[src/rtl/arith_pkg.sv]
// Shared arithmetic definitions: serial-unit state encoding and counter sizing.
package arith_pkg;

  typedef enum logic [1:0] {
    IDLE = 2'd0,
    RUN  = 2'd1,
    DONE = 2'd2
  } state_t;

  // Bits needed for a counter that can reach 'width' (ceil(log2(width+1))).
  function automatic int unsigned cnt_width(input int unsigned width);
    return $clog2(width + 1);
  endfunction

endpackage

[src/rtl/fa_cell.sv]
// 1-bit combinational full adder.
// Ports: a, b, cin -> s (sum bit), cout (carry out).
module fa_cell (
  input  logic a,
  input  logic b,
  input  logic cin,
  output logic s,
  output logic cout
);

  assign s    = a ^ b ^ cin;
  assign cout = (a & b) | (a & cin) | (b & cin);

endmodule

[src/rtl/serial_adder.sv]
// Bit-serial adder: {cout, sum} = a + b + cin, one bit per clock, LSB first.
// Ports: clk, rst (sync, active-high), start, a, b, cin in;
//        busy, done (1-cycle pulse), sum, cout out (all registered).
module serial_adder
  import arith_pkg::*;
#(
  parameter int unsigned WIDTH = 8
) (
  input  logic             clk,
  input  logic             rst,
  input  logic             start,
  input  logic [WIDTH-1:0] a,
  input  logic [WIDTH-1:0] b,
  input  logic             cin,
  output logic             busy,
  output logic             done,
  output logic [WIDTH-1:0] sum,
  output logic             cout
);

  localparam int unsigned CW = cnt_width(WIDTH);

  state_t           state;
  state_t           state_next;
  logic [WIDTH-1:0] sa;
  logic [WIDTH-1:0] sb;
  logic [WIDTH-1:0] sreg;
  logic             carry;
  logic [CW-1:0]    cnt;
  logic             s_c;
  logic             c_c;
  logic             last_c;
  logic [WIDTH-1:0] sum_word_c;

  fa_cell u_fa (
    .a    (sa[0]),
    .b    (sb[0]),
    .cin  (carry),
    .s    (s_c),
    .cout (c_c)
  );

  // Sum register with the current bit shifted in at the MSB; also the final word on the last bit.
  assign sum_word_c = WIDTH'({s_c, sreg} >> 1);
  assign last_c     = (cnt == CW'(WIDTH - 1));

  // State register
  always_ff @(posedge clk) begin
    if (rst) state <= IDLE;
    else     state <= state_next;
  end

  // Next-state logic
  always_comb begin
    state_next = state;
    case (state)
      IDLE:    if (start)  state_next = RUN;
      RUN:     if (last_c) state_next = DONE;
      DONE:    state_next = IDLE;
      default: state_next = IDLE;
    endcase
  end

  // Shift/counter datapath and registered outputs
  always_ff @(posedge clk) begin
    if (rst) begin
      sa    <= '0;
      sb    <= '0;
      sreg  <= '0;
      carry <= 1'b0;
      cnt   <= '0;
      busy  <= 1'b0;
      done  <= 1'b0;
      sum   <= '0;
      cout  <= 1'b0;
    end else begin
      case (state)
        IDLE: begin
          done <= 1'b0;
          if (start) begin
            sa    <= a;
            sb    <= b;
            carry <= cin;
            cnt   <= '0;
            sreg  <= '0;
            busy  <= 1'b1;
          end
        end
        RUN: begin
          sa    <= sa >> 1;
          sb    <= sb >> 1;
          sreg  <= sum_word_c;
          carry <= c_c;
          cnt   <= cnt + CW'(1);
          if (last_c) begin
            sum  <= sum_word_c;
            cout <= c_c;
            done <= 1'b1;
          end
        end
        DONE: begin
          done <= 1'b0;
          busy <= 1'b0;
        end
        default: begin
          done <= 1'b0;
          busy <= 1'b0;
        end
      endcase
    end
  end

endmodule

[config.mk]
export PLATFORM = sky130hd
export DESIGN_NAME = serial_adder
export DESIGN_NICKNAME = d
export VERILOG_FILES = /design/src/rtl/arith_pkg.sv /design/src/rtl/fa_cell.sv /design/src/rtl/serial_adder.sv
export SDC_FILE = /design/constraint.sdc
export NUM_CORES = 1
export LEC_CHECK = 0
export CAP_MARGIN = 40
export CORE_UTILIZATION = 40
export DETAILED_ROUTE_END_ITERATION = 10
export GPL_TIMING_DRIVEN = 0
export MAX_ROUTING_LAYER = met4
export SLEW_MARGIN = 0
export SYNTH_ARGS = -nofsm -noshare
export SYNTH_HDL_FRONTEND = slang
export SYNTH_SLANG_ARGS = --single-unit
[constraint.sdc]
create_clock -name clk -period 2.3 [get_ports clk]
set_input_delay 0.46 -clock clk [delete_from_list [all_inputs] [get_ports clk]]
set_output_delay 0.46 -clock clk [all_outputs]
set_load 0.03 [all_outputs]
==> impl_metrics.json <==
{
  "status": "complete, but fails checks",
  "violations": "design-rule violations",
  "switching_power_mw": 0.402,
  "place_inst": 283,
  "path_buf_inv": 1,
  "final_hold_viol_count": 0,
  "dieArea_mm2": 0.00501,
  "ys_seq_area_frac": 0.434,
  "yosysUniqueCellTypes": 33,
  "hp-class": "reg2reg",
  "grt_pass1_wl_um": 7440,
  "power.internal_mw": 1.06,
  "fmax_mhz": 565,
  "use_met1": 0.261,
  "pin_count": 31,
  "die_h_um": 70.8,
  "numCtsBuffers": 5,
  "numPortBuffers": 30,
  "cts.sinks": 41,
  "setup_tns_ps": 0,
  "antenna_found_initial": 0,
  "layout_common_cells": "dfxtp_1, nor2_1, clkdlybuf4s50_1, a21oi_1",
  "postCtsSetupBuffers": 0,
  "cts_resized": 0,
  "path_clk_slew_ps": 80,
  "finalNetCount": 260,
  "switching_share": 0.275,
  "ys.warnings.count": 0,
  "num_rows": 24,
  "viasPerCell": 5.42,
  "p_per_area_mw_per_mm2": 624,
  "combPwrFrac": 0.146,
  "seq_power_share": 0.528,
  "cp_data_required_time_ps": 1840,
  "setup_violations": 0,
  "fin_crit_sh": 0.770,
  "syn_area_mm2": 0.00189,
  "max-vdd-ir-drop_uv": 265,
  "syn_nets": 223,
  "routed_wl_um": 4450,
  "initial_core_util": 0.425,
  "crit_family": "buffers and inverters",
  "clock_power_share": 0.325,
  "crit_path_cell_trace": "clkdlybuf4s50_1",
  "synth_flop_cell": "dfxtp_1",
  "dr.first_iter.drc_count": 76,
  "setup.worst_path.end_class": "primary output",
  "drc": 2,
  "synth_cells": 201,
  "cts_hold_buf": 0,
  "drv_slew": 0,
  "cp-start-kind": "flip-flop",
  "cts_buffer_depth": 2,
  "die_w_um": 70.8,
  "p_leak_nw": 0.854,
  "synth_edf_count": 0,
  "root_buffer": "clkbuf_8",
  "fin_hold_ws_ps": 484,
  "critical_path_class": "reg2out",
  "async_flop_share": 0,
  "core_mm2": 0.00444,
  "ant_nets": 0,
  "gr-usage-met3": 0.0470,
  "arrival_ps": 1310,
  "cp_max_fo": 2,
  "yosysTopAreaCell": "dfxtp_1",
  "cap_violations": 0,
  "layout.cells.non_filler": 291,
  "syn_area_per_cell_um2": 9.41,
  "synth_top_area_share": 0.434,
  "relSlewSlack": 0.504,
  "area_growth_pct": 23.7,
  "period_needed_ps": 1770,
  "dr.pass1.iters": 7,
  "grt_pass1_vias": 1588,
  "place_congestion": 0.726,
  "slowest_stage": "clkdlybuf4s50_1",
  "synth_area_leaders": "dfxtp_1, a2111oi_2, o22ai_2",
  "grt_max_degree": 13,
  "drive_above_1_share": 0.176,
  "cp_slowest_stage_delay_ps": 670,
  "clkLatencyLatePin_ps": 300,
  "busiest_layer": "met2",
  "grtUsageMet2": 0.299,
  "skew_ps": 9.73,
  "worst_pin_slew_ps": 744,
  "grt-ovfl-total": 0,
  "tritoncts": "done",
  "antennaDiodeCount": 0,
  "fill_cells": 444,
  "final_common_cell": "dfxtp_1",
  "vias": 1576,
  "synth-seq-cells": 41,
  "hpwl_um": 2990,
  "h-tree-depth": 2,
  "grt_usage": 0.201,
  "rsz0062_at_grt": "no",
  "post_drt_wl_per_cell_um": 15.3
}
[registers in the layout, summed over array words and instances (netlist names)]
name	count
cnt	4
cout	1
sa	8
state	2
carry	1
sb	8
busy	1
sreg	7
done	1
sum	8
[per-stage QoR]
stage / power (mW) / utilization / setup slack (ps) / area (um^2)
final: 1.46 / 0.526 / 529 / 2340
after global routing: 1.52 / 0.526 / 477 / 2340
after CTS: 1.47 / 0.526 / 515 / 2340
after detailed placement: 1.00 / 0.508 / 423 / 2260
after global placement: 1.00 / 0.508 / 420 / 2260
after floorplan: 0.923 / - / 1110 / 1890
[worst reg2reg max path, cell delays in order (launching register included)]
cell and delay (ps):
dfxtp_1 370, ha_1 210, nand3b_1 330, o21ai_1 240, a21oi_1 80
[routing by layer]
layer | up-vias | part of all wire
met3 | 8 | 0.037
met4 | 0 | 0.020
met5 | - | 0
met2 | 28 | 0.44
li1 | 802 | -
met1 | 738 | 0.50
[cells by family after synthesis]
logic type | share of synthesized area
adders and majority gates | 0.0172
buffers and inverters | 0.0682
DFF | 0.434
AOI/OAI and AO/OA | 0.312
muxes | 0.00529
and+or+nand+nor | 0.163
[synth_stat cells (2+ instances only)]
cell type and count:
nand2b_1 2, buf_6 2, nand3_1 11, nor2b_1 11, dfxtp_1 41, a22oi_1 10
a211oi_1 2, o221a_1 4, a2111oi_2 10, o22ai_2 10, buf_2 7, inv_1 5
nor3_1 3, clkbuf_1 4, buf_4 4, nor2_1 31, o21ai_1 9, a21oi_1 20
[final cells by class]
| type | instances | area [um^2] | share of cell area |
|---|---|---|---|
| clock buffers | 6 | 72.6 | 0.0310 |
| inverters | 6 | 22.5 | 0.00963 |
| flip-flops and latches | 41 | 821 | 0.351 |
| plain buffers | 18 | 106 | 0.0455 |
| well taps | 52 | 65.1 | 0.0278 |
| multi-input cells | 136 | 941 | 0.402 |
| repair buffers | 30 | 300 | 0.128 |
| clock inverters | 2 | 10.0 | 0.00428 |
[power groups by stage]
stage | clock, mW | sequential, mW | combinational [mW]
finish | 0.475 | 0.771 | 0.214
global route | 0.513 | 0.774 | 0.235
CTS | 0.483 | 0.770 | 0.217
detailed placement | 0 | 0.787 | 0.215
global placement | 0 | 0.787 | 0.213
floorplan | 0 | 0.782 | 0.141
[path summary, 6_finish.rpt]
check	start	to	slack, ps	cells past startpoint
setup / recovery	sum[0]	sum[0]	530	1
setup reg to reg	cnt[0]	sum[2]	930	4
hold / removal	sum[6]	sum[6]	480	2
hold reg to reg	sum[6]	sum[6]	480	2
No activity file was read; power rests on OpenSTA's default activity.
